`src/rtl/risc_main_control.sv`:
```
// Multi-cycle main control FSM for the 16-bit RISC core: FETCH/DECODE/EXEC/MEM/WB.
// Optional macro RISC_ILLEGAL_TRAP_EN adds a TRAP state entered on an illegal opcode.
module risc_main_control #(
    parameter int PC_STEP = 2
) (
    input  logic       clk,
    input  logic       rst_n,
    input  logic [3:0] opcode,
    input  logic       zero,
    input  logic       mem_ready,
    output logic       mem_read,
    output logic       mem_write,
    output logic       ir_write,
    output logic       pc_write,
    output logic [1:0] pc_src,
    output logic [1:0] ALUOp,
    output logic       alu_src,
    output logic       reg_dst,
    output logic       reg_write,
    output logic       mem_to_reg,
    output logic       busy,
    output logic       illegal,
    output logic [2:0] dbg_state
);

    if (PC_STEP < 1) begin : g_step_chk
        $error("PC_STEP must be positive");
    end

    typedef enum logic [2:0] {
        FETCH  = 3'd0,
        DECODE = 3'd1,
        EXEC   = 3'd2,
        MEM    = 3'd3,
        WB     = 3'd4
`ifdef RISC_ILLEGAL_TRAP_EN
        ,
        TRAP   = 3'd5
`endif
    } state_t;

    localparam logic [3:0] OP_LW   = 4'b1000;
    localparam logic [3:0] OP_SW   = 4'b1001;
    localparam logic [3:0] OP_ADDI = 4'b1010;
    localparam logic [3:0] OP_BEQ  = 4'b1011;
    localparam logic [3:0] OP_BNE  = 4'b1100;
    localparam logic [3:0] OP_JMP  = 4'b1101;

    state_t     state, state_d;
    logic [3:0] op_q;

    function automatic logic is_rtype(input logic [3:0] op);
        return op <= 4'b0100;
    endfunction

    function automatic logic is_legal(input logic [3:0] op);
        return is_rtype(op) || (op >= OP_LW && op <= OP_JMP);
    endfunction

    always_ff @(posedge clk or negedge rst_n) begin
        if (!rst_n) begin
            state <= FETCH;
            op_q  <= 4'b0000;
        end else begin
            state <= state_d;
            if (state == DECODE) op_q <= opcode;
        end
    end

    assign dbg_state = state;

    // Everything is gated by rst_n so the block is fully quiet while held in reset.
    always_comb begin
        state_d    = state;
        mem_read   = 1'b0;
        mem_write  = 1'b0;
        ir_write   = 1'b0;
        pc_write   = 1'b0;
        pc_src     = 2'b00;
        ALUOp      = 2'b00;
        alu_src    = 1'b0;
        reg_dst    = 1'b0;
        reg_write  = 1'b0;
        mem_to_reg = 1'b0;
        busy       = 1'b0;
        illegal    = 1'b0;
        if (rst_n) begin
            case (state)
                FETCH: begin
                    mem_read = 1'b1;
                    if (mem_ready) begin
                        ir_write = 1'b1;
                        pc_write = 1'b1;
                        state_d  = DECODE;
                    end
                end
                // DECODE acts on the live opcode; it is captured into op_q on this edge.
                DECODE: begin
                    busy = 1'b1;
                    if (!is_legal(opcode)) begin
                        illegal = 1'b1;
`ifdef RISC_ILLEGAL_TRAP_EN
                        state_d = TRAP;
`else
                        state_d = FETCH;
`endif
                    end else if (opcode == OP_JMP) begin
                        pc_write = 1'b1;
                        pc_src   = 2'b10;
                        state_d  = FETCH;
                    end else begin
                        state_d = EXEC;
                    end
                end
                EXEC: begin
                    busy = 1'b1;
                    if (is_rtype(op_q)) begin
                        state_d = WB;
                    end else begin
                        case (op_q)
                            OP_LW, OP_SW: begin
                                ALUOp   = 2'b10;
                                alu_src = 1'b1;
                                state_d = MEM;
                            end
                            OP_ADDI: begin
                                ALUOp   = 2'b10;
                                alu_src = 1'b1;
                                state_d = WB;
                            end
                            OP_BEQ, OP_BNE: begin
                                ALUOp    = 2'b01;
                                pc_src   = 2'b01;
                                pc_write = (op_q == OP_BEQ) ? zero : !zero;
                                state_d  = FETCH;
                            end
                            default: state_d = FETCH;
                        endcase
                    end
                end
                MEM: begin
                    busy    = 1'b1;
                    ALUOp   = 2'b10;
                    alu_src = 1'b1;
                    if (op_q == OP_LW) mem_read  = 1'b1;
                    else               mem_write = 1'b1;
                    if (mem_ready) state_d = (op_q == OP_LW) ? WB : FETCH;
                end
                WB: begin
                    busy       = 1'b1;
                    reg_write  = 1'b1;
                    reg_dst    = is_rtype(op_q);
                    mem_to_reg = (op_q == OP_LW);
                    state_d    = FETCH;
                end
`ifdef RISC_ILLEGAL_TRAP_EN
                TRAP: begin
                    busy = 1'b1;
                end
`endif
                default: state_d = FETCH;
            endcase
        end
    end

endmodule

```
`config.mk`:
```
export PLATFORM = sky130hd
export DESIGN_NAME = risc_main_control
export DESIGN_NICKNAME = d
export VERILOG_FILES = /design/src/rtl/risc_main_control.sv
export SDC_FILE = /design/constraint.sdc
export NUM_CORES = 1
export LEC_CHECK = 0
export CAP_MARGIN = 20
export CORE_MARGIN = 8
export CORE_UTILIZATION = 38
export CTS_CLUSTER_SIZE = 8
export DETAILED_ROUTE_END_ITERATION = 8
export PLACE_DENSITY = 0.75
export SLEW_MARGIN = 20
export SYNTH_ARGS = -nofsm -noshare
export SYNTH_HDL_FRONTEND = slang
export SYNTH_SLANG_ARGS = --single-unit
```
`constraint.sdc`:
```
create_clock -name clk -period 1.4 [get_ports clk]
set_clock_uncertainty 0.1 [all_clocks]
set_input_delay 0.21 -clock clk [delete_from_list [all_inputs] [get_ports clk]]
set_output_delay 0.21 -clock clk [all_outputs]
set_load 0.05 [all_outputs]
```
==> out/qor.txt, run 1 <==
status = did not finish
Fail Step = clock tree synthesis
stop err = [ERROR DPL-0038] Utilization greater than 100%, impossible to legalize
DP Worst Slack = -0.4878 ns
async set-reset flop share out of synthesis = 100.0%
I/O pin total = 25
routability cong. = 0.8228
Chip Height = 56.86 um
Gates resized, CTS repair = 41
Synth top area share = 27.61%
Synth area leaders = dfrtp_1, o21ai_0, inv_1
CTS hold repair buffers = 1
Synth Cell Area = 634.4 um2
row cnt = 14
Synth Flop Type = dfrtp_1
synth cell count leaders = inv_1, nor2_1, o21ai_0
post-CTS setup buffers = 11
leading area contributor after synthesis = dfrtp_1
Sink Count = 7
placed instance area = 0.001479 mm2
distinct cell type count after synthesis = 31
H-tree depth = 1
dpl cells = 157
#FFs+latches synth = 7
Num CTS Buffers = 3
HPWL Detailed = 2767 um
Post-synth EDFFs = 0
register area share after synthesis = 27.61%
# port buffers = 24
Yosys Warn Count = 0
clk buf depth = 2
Die X = 56.86 um
Syn Nets = 91
Avg Cell Area, Syn = 7.643 um2
Initial Utilization = 41.15%
CTS Root Buffer Type = clkbuf_4
Syn Inst Count = 83
-- kinds of logic after synthesis --
group	count (synthesis)	synth area share (%)
AND/OR/NAND/NOR	38	36.88
AO/OA/AOI/OAI	21	21.50
buffers and inverters	15	10.85
flip-flops	7	27.61
XOR/XNOR	1	1.381
multiplexers	1	1.775
-- stage by stage --
stage | TNS [ns] | hold WS, ns
after floorplan | -5.616 | -0.1856
after global placement | -5.352 | 0.4688
after detailed placement | -6.409 | 0.4860
==> run 2: changes to the inputs <==
--- a/config.mk
+++ b/config.mk
@@ -6,11 +6,10 @@
 export NUM_CORES = 1
 export LEC_CHECK = 0
 export CAP_MARGIN = 20
-export CORE_MARGIN = 8
-export CORE_UTILIZATION = 38
-export CTS_CLUSTER_SIZE = 8
+export CORE_AREA = 8 8 69 71
 export DETAILED_ROUTE_END_ITERATION = 8
-export PLACE_DENSITY = 0.75
+export DIE_AREA = 0 0 77 79
+export PLACE_DENSITY_LB_ADDON = 0.15
 export SLEW_MARGIN = 20
 export SYNTH_ARGS = -nofsm -noshare
 export SYNTH_HDL_FRONTEND = slang
==> constraint.sdc (replaced) <==
create_clock -name clk -period 1.8 [get_ports clk]
set_clock_uncertainty 0.1 [all_clocks]
set_input_delay 0.27 -clock clk [delete_from_list [all_inputs] [get_ports clk]]
set_output_delay 0.27 -clock clk [all_outputs]
set_load 0.05 [all_outputs]
==> run 2 against run 1 <==
  * Synthesized cell count did not move
  * Area after synthesis stayed put
  * The flow now finishes, with violations (negative setup slack)
==> out/qor.txt, run 2 <==
DRC errors left = 0
slew margin rel. = 80.22%
stages on the worst setup path = 4
combinational share of power = 76.0%
Overflow after GRT = 0
vias in the first global route = 927
WP data arrival = 1.52 ns
Fin. Hold Viols = 0
CP endpoint = pc_write
area grow syn2layout = 160.9%
pwr dens = 1520 mW/mm2
worst slew pin tran = 0.2967 ns
CTS Root Buffer Type = clkbuf_8
R2R setup slack = 0.08 ns
setup repair after global routing missed its margin = true
routability cong. = 0.7810 (-5.1%)
Final setup viols = 8
RR Endpoint = dbg_state[2]
DIE AREA = 0.006083 mm2
DR iter-0 viols = 50
via count = 852
HPWL Detailed = 2085 um (-25%)
latest clock arrival within the worst-skew pair = 0.23 ns
Die X = 77 um (+35%)
Synth top area share = 27.61% (unchanged)
Synth Flop Type = dfrtp_1
largest net degree at the start of global routing = 10
Synth area leaders = dfrtp_1, o21ai_0, inv_1
max-cap check violation count = 0
clock share of power = 8.7%
Sink Count = 7 (unchanged)
maximum clock rate = 0.5290 GHz
H-tree depth = 1 (unchanged)
#FFs+latches synth = 7 (unchanged)
Syn Inst Count = 83 (unchanged)
Crit. Startpoint = dbg_state[0]
# port buffers = 24 (unchanged)
clock slew at reported path FFs = 0.04 ns
Final Instance Count excl. Fillers = 195
WP buf/inv = 1
DRT Wirelength = 2705 um
n_diodes = 0
commonest non-fill, non-tap cell in the layout = buf_4
Largest register FFs = 4
CP required = 1.43 ns
switching power = 1.166 mW
fin. max-slew vios = 0
Num CTS Buffers = 3 (unchanged)
final setup margin = -0.09053 ns
I/O pin total = 25 (unchanged)
Avg Cell Area, Syn = 7.643 um2 (unchanged)
fin crit period = 1.891 ns
dpl cells = 178 (+13%)
async set-reset flop share out of synthesis = 100.0% (unchanged)
wire per inst = 13.87 um
Worst setup SP type = register
path depth of the worst reg2reg path = 5
HP Class = in2async
critical path peak fanout = 5
utilization after layout = 43.58%
drt first pass iters = 4
area of the multi-input gates = 598.1 um2
Critical R2R Launch = dbg_state[0]
Switching Share = 46.33%
crit end category = output port
internal power = 1.350 mW
Vias/cell = 4.369
Core ar. = 0.003799 mm2
ANT nets after route = 0
worst setup path category = reg2out
CP Cell Sequence = and4bb_2, o21ai_2, a221oi_4, buf_12
Post-synth EDFFs = 0 (unchanged)
synth cell count leaders = inv_1, nor2_1, o21ai_0
distinct cell type count after synthesis = 31 (unchanged)
status = complete, but fails checks
leading area contributor after synthesis = dfrtp_1
Max stage delay cell, worst path = dfrtp_2
crit-path leading delay family = flip-flops
clk buf depth = 2 (unchanged)
CTS tree = built
register area share after synthesis = 27.61% (unchanged)
# fillers = 387
GR Util All Layers = 9.454%
Tcrit/Tclk final = 105.0%
most frequent cells in the layout = buf_4, buf_12, o21ai_0, dfrtp_2, buf_6
Initial Utilization = 16.70% (-24 points)
Reg power frac = 15.3%
nets@finish = 154
Yosys Warn Count = 0 (unchanged)
Synth Cell Area = 634.4 um2 (unchanged)
Sequential Area = 183.9 um2
first-pass GRT wire length = 4705 um
WHS = 0.03287 ns
share of cells above drive strength 1 = 66.21%
failing checks = negative setup slack
Syn Nets = 91 (unchanged)
Chip Height = 79 um (+39%)
P_leak = 0.6797 nW
crit-path max cell delay = 0.44 ns
initial antenna violation count = 0
Worst VDD drop = 0.4237 mV
Biggest register = op_q
row cnt = 23 (+9)
==> run 2: cell counts after synthesis <==
Identical to the previous run, type by type.
==> run 2: cells by family after synthesis <==
logic type	synth area share [%]
and+or+nand+nor	36.88
AOI/OAI and AO/OA	21.50
buffers and inverters	10.85
muxes	1.775
xor gates and xnor gates	1.381
DFF	27.61
==> run 2: per-layer routing <==
layer,up-vias,share of wire (%),track usage (%)
li1,424,-,-
met2,19,51,15.29
met5,-,0,0
met3,2,4.7,3.499
met4,0,0.30,2.264
met1,407,44,11.66
==> run 2: how the worst min path moves through the flow <==
stage	cells after the start	slack (ns)	from	to
3_5_place_dp	2	0.50	rst_n	op_q[3]
4_1_cts	2	0.03	rst_n	dbg_state[2]
3_3_place_gp	2	0.50	rst_n	op_q[2]
5_1_grt	2	0.06	rst_n	dbg_state[2]
2_1_floorplan	0	-0.13	rst_n	dbg_state[0]
6_report	2	0.03	rst_n	dbg_state[2]
==> run 2: timing repair <==
| action | CTS | global route |
|---|---|---|
| resized for setup | 21 | 15 |
| hold buffers | 1 | 0 |
| gates cloned | 0 | 0 |
| buffers inserted | 6 | 6 |
| endpoints found under the hold margin | 2 | 0 |
| pin swaps | 11 | 10 |
| endpoints found under the setup margin | 12 | 14 |
==> run 2: power groups by stage <==
stage | Combinational [mW] | Sequential, mW | Clock [mW]
2_1_floorplan | 0.899 | 0.380 | 0
3_3_place_gp | 1.51 | 0.363 | 0
3_5_place_dp | 1.53 | 0.364 | 0
4_1_cts | 1.72 | 0.371 | 0.225
5_1_grt | 2.05 | 0.400 | 0.232
6_report | 1.91 | 0.384 | 0.220
==> run 2: metrics by stage <==
| step | setup TNS [ns] | instance area, um2 | worst slack, ns | power (mW) |
|---|---|---|---|---|
| global placement | -0.9498 | 1389 | -0.1859 | 1.870 |
| detailed placement | -0.9559 | 1389 | -0.1821 | 1.890 |
| global route | -1.188 | 1655 | -0.1823 | 2.678 |
| floorplan | -1.200 | 794.5 | -0.1910 | 1.279 |
| CTS | -0.6730 | 1549 | -0.1048 | 2.313 |
| finish | -0.5110 | 1655 | -0.09053 | 2.516 |
==> run 2: layout make-up <==
class | count | share of cell area (%)
inverter | 9 | 2.268
sequential | 7 | 11.11
timing repair buffer | 64 | 43.99
clock buffer | 4 | 2.721
tap | 50 | 3.779
multi-input combinational | 61 | 36.13
(Power assumes the default switching activity.)
==> run 3: changes to the inputs <==
--- a/config.mk
+++ b/config.mk
@@ -9,6 +9,7 @@
 export CORE_AREA = 8 8 69 71
 export DETAILED_ROUTE_END_ITERATION = 8
 export DIE_AREA = 0 0 77 79
+export GPL_TIMING_DRIVEN = 0
 export PLACE_DENSITY_LB_ADDON = 0.15
 export SLEW_MARGIN = 20
 export SYNTH_ARGS = -nofsm -noshare
==> constraint.sdc (replaced) <==
create_clock -name clk -period 1.8 [get_ports clk]
set_clock_uncertainty 0.1 [all_clocks]
set_input_delay 0.27 -clock clk [delete_from_list [all_inputs] [get_ports clk]]
set_output_delay 0.27 -clock clk [all_outputs]
set_load 0.1 [all_outputs]
==> run 3 against run 2 <==
  * The run still ends with negative setup slack left
  * Critical path depth is 1 higher
  * Non-clock buffer count is 11 lower
  * Die area stayed put
  * Clock power is 4% higher
  * Worst setup slack worse by 0.20 ns
  * Final area is 6.5% lower
  * Via count is 0.12% lower
  * Count of clock-buffer cells in the layout stayed put
  * Largest power group unchanged
==> out/qor.txt, run 3 (synthesized netlist as in run 2, its figures left out) <==
CP Cell Sequence = buf_8, and4bb_2, o21ai_2, a221oi_4, buf_12
Switching Share = 53.94% (+7.6 points)
# port buffers = 24 (unchanged)
crit-path leading delay family = flip-flops
Overflow after GRT = 0 (unchanged)
final setup margin = -0.2877 ns (-0.1971 ns)
HPWL Detailed = 1843 um (-12%)
Core ar. = 0.003799 mm2 (unchanged)
pwr dens = 1748 mW/mm2 (+15%)
Tcrit/Tclk final = 116.0% (+11 points)
share of cells above drive strength 1 = 63.43% (-2.8 points)
Worst VDD drop = 0.5125 mV (+21%)
wire per inst = 15.16 um (+9.3%)
fin crit period = 2.088 ns (+0.1971 ns)
DR iter-0 viols = 42 (-16%)
Sequential Area = 186.4 um2 (+1.4%)
WHS = 0.2744 ns (+0.2416 ns)
failing checks = negative setup slack
CP required = 1.43 ns (about the same)
routability cong. = 0.7516 (-3.8%)
ANT nets after route = 0 (unchanged)
worst setup path category = reg2out
Final setup viols = 14 (+6)
drt first pass iters = 4 (unchanged)
maximum clock rate = 0.4790 GHz (-9.4%)
H-tree depth = 1 (unchanged)
WP data arrival = 1.72 ns (+0.20 ns)
DIE AREA = 0.006083 mm2 (unchanged)
Chip Height = 79 um (unchanged)
CTS Root Buffer Type = clkbuf_8
P_leak = 0.6073 nW (-11%)
switching power = 1.459 mW (+25%)
Largest register FFs = 4 (unchanged)
Max stage delay cell, worst path = dfrtp_4
Final Instance Count excl. Fillers = 184 (-5.6%)
row cnt = 23 (unchanged)
internal power = 1.246 mW (-7.7%)
commonest non-fill, non-tap cell in the layout = buf_4
Vias/cell = 4.625 (+5.9%)
status = complete, but fails checks
clock share of power = 8.4% (-0.3 points)
max-cap check violation count = 0 (unchanged)
most frequent cells in the layout = buf_4, buf_6, buf_12
fin. max-slew vios = 0 (unchanged)
clock slew at reported path FFs = 0.04 ns (about the same)
initial antenna violation count = 0 (unchanged)
crit-path max cell delay = 0.48 ns (+0.04 ns)
area grow syn2layout = 144.0%
combinational share of power = 79.6% (+3.6 points)
nets@finish = 143 (-7.1%)
crit end category = output port
via count = 851 (-0.12%)
largest net degree at the start of global routing = 11 (+1)
n_diodes = 0 (unchanged)
Reg power frac = 12.0% (-3.3 points)
first-pass GRT wire length = 4512 um (-4.1%)
HP Class = in2reg
DRC errors left = 0 (unchanged)
Sink Count = 7 (unchanged)
Num CTS Buffers = 3 (unchanged)
area of the multi-input gates = 601.8 um2 (+0.63%)
DRT Wirelength = 2790 um (+3.1%)
Fin. Hold Viols = 0 (unchanged)
latest clock arrival within the worst-skew pair = 0.23 ns (about the same)
GR Util All Layers = 9.121% (-0.33 points)
worst slew pin tran = 0.5468 ns (+0.2501 ns)
Worst setup SP type = register
Initial Utilization = 16.70% (unchanged)
CTS tree = built
critical path peak fanout = 5 (unchanged)
WP buf/inv = 2 (+1)
I/O pin total = 25 (unchanged)
slew margin rel. = 63.72% (-17 points)
Biggest register = op_q
Die X = 77 um (unchanged)
dpl cells = 157 (-12%)
vias in the first global route = 933 (+0.65%)
clk buf depth = 2 (unchanged)
# fillers = 403 (+4.1%)
setup repair after global routing missed its margin = true
## run 3: changes by cell type in the layout (fill, tap and decap cells not counted), sizes merged
cell	before	now
buf	56	41
dlygate4sd2	5	0
clkdlybuf4s15	0	3
clkdlybuf4s50	2	5
clkbuf	4	6
dlymetal6s2s	0	1
## run 3: final timing paths
kind / from / slack [ns] / depth (start not counted) / endpoint
min reg2reg: op_q[1] / 0.59 / 2 / op_q[1]
max reg2reg: dbg_state[0] / 0.05 / 5 / dbg_state[2]
min: opcode[1] / 0.27 / 2 / op_q[1]
max in group asynchronous: rst_n / 0.63 / 2 / dbg_state[0]
max: dbg_state[0] / -0.29 / 5 / pc_write
min in group asynchronous: rst_n / 0.66 / 2 / dbg_state[1]
## run 3: power groups by stage
| stage | sequential (mW) | clock, mW | combinational, mW |
|---|---|---|---|
| finish | 0.323 | 0.228 | 2.15 |
| floorplan | 0.490 | 0 | 1.13 |
| CTS | 0.320 | 0.234 | 2.02 |
| global route | 0.332 | 0.240 | 2.27 |
| global placement | 0.313 | 0 | 1.63 |
| detailed placement | 0.316 | 0 | 1.64 |
## run 3: worst reg2reg max path, cell delays in order, from the launching register on
cell and delay, ns:
dfrtp_4 0.48, buf_8 0.13, buf_4 0.14, and3b_1 0.15, o311a_1 0.30, a221o_1 0.33
## run 3: layer usage
layer  track usage (%)  wire [um]  up-vias
met2             15.97       1392       18
li1                  -          -      404
met5                 0          0        -
met1             10.47       1221      427
met4             3.396         33        0
met3             2.370        143        2
## run 3: per-stage QoR
step	total power, mW	setup slack (ns)	cell area (um2)	setup TNS [ns]	utilization, %
3_5_place_dp	1.956	-1.746	1121	-21.33	29.51
6_report	2.705	-0.2877	1548	-2.391	40.74
5_1_grt	2.841	-0.3301	1548	-3.199	40.74
3_3_place_gp	1.945	-1.706	1121	-21.05	29.51
2_1_floorplan	1.616	-0.7826	818.3	-6.192	-
4_1_cts	2.569	-0.2856	1445	-2.108	38.04
## run 3: final cells by class
class                           instances  share of cell area [%]
Buffer                                  6                   5.821
Clock buffer                            4                   2.910
Inverter                                9                   2.425
Multi-Input combinational cell         61                   38.88
Sequential cell                         7                   12.05
Tap cell                               50                   4.042
Timing Repair Buffer                   47                   33.87
## run 3: what timing repair did
item,CTS,global route
endpoints found under the setup margin,18,16
cloned,0,1
hold buffers,1,0
endpoints found under the hold margin,7,0
setup buffers,14,7
gates resized for setup,142,13
pin swaps,9,8
==> run 4: changes to the inputs <==
--- a/config.mk
+++ b/config.mk
@@ -6,12 +6,14 @@
 export NUM_CORES = 1
 export LEC_CHECK = 0
 export CAP_MARGIN = 20
+export CELL_PAD_IN_SITES_DETAIL_PLACEMENT = 1
+export CELL_PAD_IN_SITES_GLOBAL_PLACEMENT = 1
 export CORE_AREA = 8 8 69 71
 export DETAILED_ROUTE_END_ITERATION = 8
 export DIE_AREA = 0 0 77 79
 export GPL_TIMING_DRIVEN = 0
+export HOLD_SLACK_MARGIN = 0.12
 export PLACE_DENSITY_LB_ADDON = 0.15
-export SLEW_MARGIN = 20
 export SYNTH_ARGS = -nofsm -noshare
 export SYNTH_HDL_FRONTEND = slang
 export SYNTH_SLANG_ARGS = --single-unit
==> run 4 against run 3 <==
  * Flip-flop and latch count is the same
  * First-iteration DRC count shrank 26%
  * Largest power group unchanged
  * Non-clock buffer count grew 6
  * Sequential share of layout area shrank 0.47 points
  * Global-route usage grew 1.1 points
  * Worst setup slack gained 0.0050 ns
  * Register-to-register slack lost 0.04 ns
  * Sequential power is essentially flat
  * The run still ends with negative setup slack left
  * Clock power grew 4%
  * Wire length grew 15%
  * Cell count grew 3.3%
  * Combinational power grew 8%
==> out/qor.txt, run 4 (synthesized netlist as in run 2, its figures left out) <==
# fillers = 444 (+10%)
pwr dens = 1791 mW/mm2 (+2.5%)
R2R setup slack = 0.01 ns (-0.04 ns)
HPWL Detailed = 1904 um (+3.3%)
CP required = 1.43 ns (about the same)
commonest non-fill, non-tap cell in the layout = buf_4
CTS Root Buffer Type = clkbuf_8
CP Cell Sequence = buf_6, and4bb_2, o21ai_2, a221oi_4, buf_12
first-pass GRT wire length = 4968 um (+10%)
Hold Crit Endpoint = dbg_state[1]
worst setup path category = reg2out
Biggest register = op_q
Worst VDD drop = 0.5112 mV (-0.26%)
Hold Crit Depth = 3 (+1)
WP buf/inv = 2 (unchanged)
wire per inst = 16.93 um (+12%)
DRT Wirelength = 3216 um (+15%)
setup repair after global routing missed its margin = true
I/O pin total = 25 (unchanged)
crit-path leading delay family = flip-flops
Max stage delay cell, worst path = dfrtp_4
# port buffers = 24 (unchanged)
Fin. Hold Viols = 0 (unchanged)
DRC errors left = 0 (unchanged)
DIE AREA = 0.006083 mm2 (unchanged)
critical path peak fanout = 5 (unchanged)
latest clock arrival within the worst-skew pair = 0.24 ns (about the same)
share of cells above drive strength 1 = 63.57% (+0.14 points)
WP data arrival = 1.71 ns (about the same)
nets@finish = 149 (+4.2%)
clk buf depth = 2 (unchanged)
ANT nets after route = 0 (unchanged)
CTS tree = built
n_diodes = 0 (unchanged)
Tcrit/Tclk final = 115.7% (-0.28 points)
vias in the first global route = 971 (+4.1%)
worst slew pin tran = 0.9538 ns (+0.4070 ns)
Largest register FFs = 4 (unchanged)
slew margin rel. = 36.66% (-27 points)
Chip Height = 79 um (unchanged)
GR Util All Layers = 10.20% (+1.1 points)
hold_sp = rst_n
initial antenna violation count = 0 (unchanged)
H-tree depth = 1 (unchanged)
DR iter-0 viols = 31 (-26%)
failing checks = negative setup slack
clock slew at reported path FFs = 0.05 ns (about the same)
fin crit period = 2.083 ns (-0.005018 ns)
area grow syn2layout = 153.8%
most frequent cells in the layout = buf_4, buf_6, buf_12
Sink Count = 7 (unchanged)
Vias/cell = 4.642 (+0.37%)
Final setup viols = 15 (+1)
P_leak = 0.6414 nW (+5.6%)
largest net degree at the start of global routing = 11 (unchanged)
routability cong. = 0.7325 (-2.5%)
crit end category = output port
Worst setup SP type = register
Initial Utilization = 16.70% (unchanged)
drt first pass iters = 4 (unchanged)
maximum clock rate = 0.4802 GHz (+0.24%)
Overflow after GRT = 0 (unchanged)
max-cap check violation count = 0 (unchanged)
row cnt = 23 (unchanged)
final setup margin = -0.2826 ns (+0.005018 ns)
Die X = 77 um (unchanged)
path depth of the worst reg2reg path = 6 (+1)
Critical R2R Launch = dbg_state[0]
Core ar. = 0.003799 mm2 (unchanged)
Num CTS Buffers = 3 (unchanged)
crit-path max cell delay = 0.47 ns (about the same)
utilization after layout = 42.39% (+1.6 points)
status = complete, but fails checks
Overall Power = 2.884 mW (+6.6%)
via count = 882 (+3.6%)
RR Endpoint = dbg_state[2]
fin. max-slew vios = 0 (unchanged)
HP Class = in2reg
==> run 4: cell types whose count changed in the layout (fill, tap and decap cells not counted), sizes merged <==
| cell | delta |
|---|---|
| clkdlybuf4s50 | +1 |
| dlymetal6s2s | -1 |
| clkdlybuf4s15 | -2 |
| buf | +7 |
| dlygate4sd2 | +1 |
==> run 4: timing repair <==
action	in CTS	in global routing
cloned	1	1
endpoints found under the hold margin	7	0
setup buffers	18	8
hold buffers	1	0
endpoints found under the setup margin	18	17
pin swaps	15	9
resized for setup	146	10
==> run 4: metal layers <==
metal	wire [um]	global-route usage, %	vias up
met1	1292	10.96	444
met2	1771	18.35	18
met3	99	2.257	5
li1	-	-	415
met5	0	0	-
met4	53	5.472	0
==> run 4: area by class of cell <==
class / instances / area [um2] / area share [%]
Buffer: 6 / 85.08 / 5.284
Tap cell: 50 / 62.56 / 3.885
Inverter: 9 / 37.54 / 2.331
Timing Repair Buffer: 53 / 575.6 / 35.74
Sequential cell: 7 / 186.4 / 11.58
Multi-Input combinational cell: 61 / 618.1 / 38.38
Clock buffer: 4 / 45.04 / 2.797
==> run 4: power breakdown <==
group | leakage (nW) | switching (mW) | internal [mW]
Sequential | 0.0814 | 0.0781 | 0.246
Combinational | 0.537 | 1.37 | 0.950
Clock | 0.0228 | 0.0829 | 0.155
Total | 0.641 | 1.53 | 1.35
==> run 4: how the worst max path moves through the flow <==
stage,from,endpoint,cells after the start
4_1_cts,dbg_state[0],pc_write,5
6_report,dbg_state[0],pc_write,5
3_3_place_gp,rst_n,ALUOp[0],4
5_1_grt,dbg_state[0],pc_write,5
2_1_floorplan,dbg_state[1],ALUOp[0],3
3_5_place_dp,rst_n,ALUOp[0],4
==> run 4: stage by stage <==
stage                     worst slack [ns]  cells  area, um2  TNS, ns  hold WS (ns)
after floorplan                    -0.7826     83      818.3   -6.192       -0.1256
after global placement              -1.742    157       1121   -21.70        0.5783
after detailed placement            -1.748    157       1121   -21.65        0.5714
after CTS                          -0.3088    181       1493   -2.356        0.3935
after global routing               -0.3315    190       1610   -3.156        0.4306
final                              -0.2826    190       1610   -2.317        0.4078
==> run 4: worst min-delay path, stage by stage <==
cell	delay [ns]
buf_2	0.17
o21ai_0	0.10
a221o_1	0.16
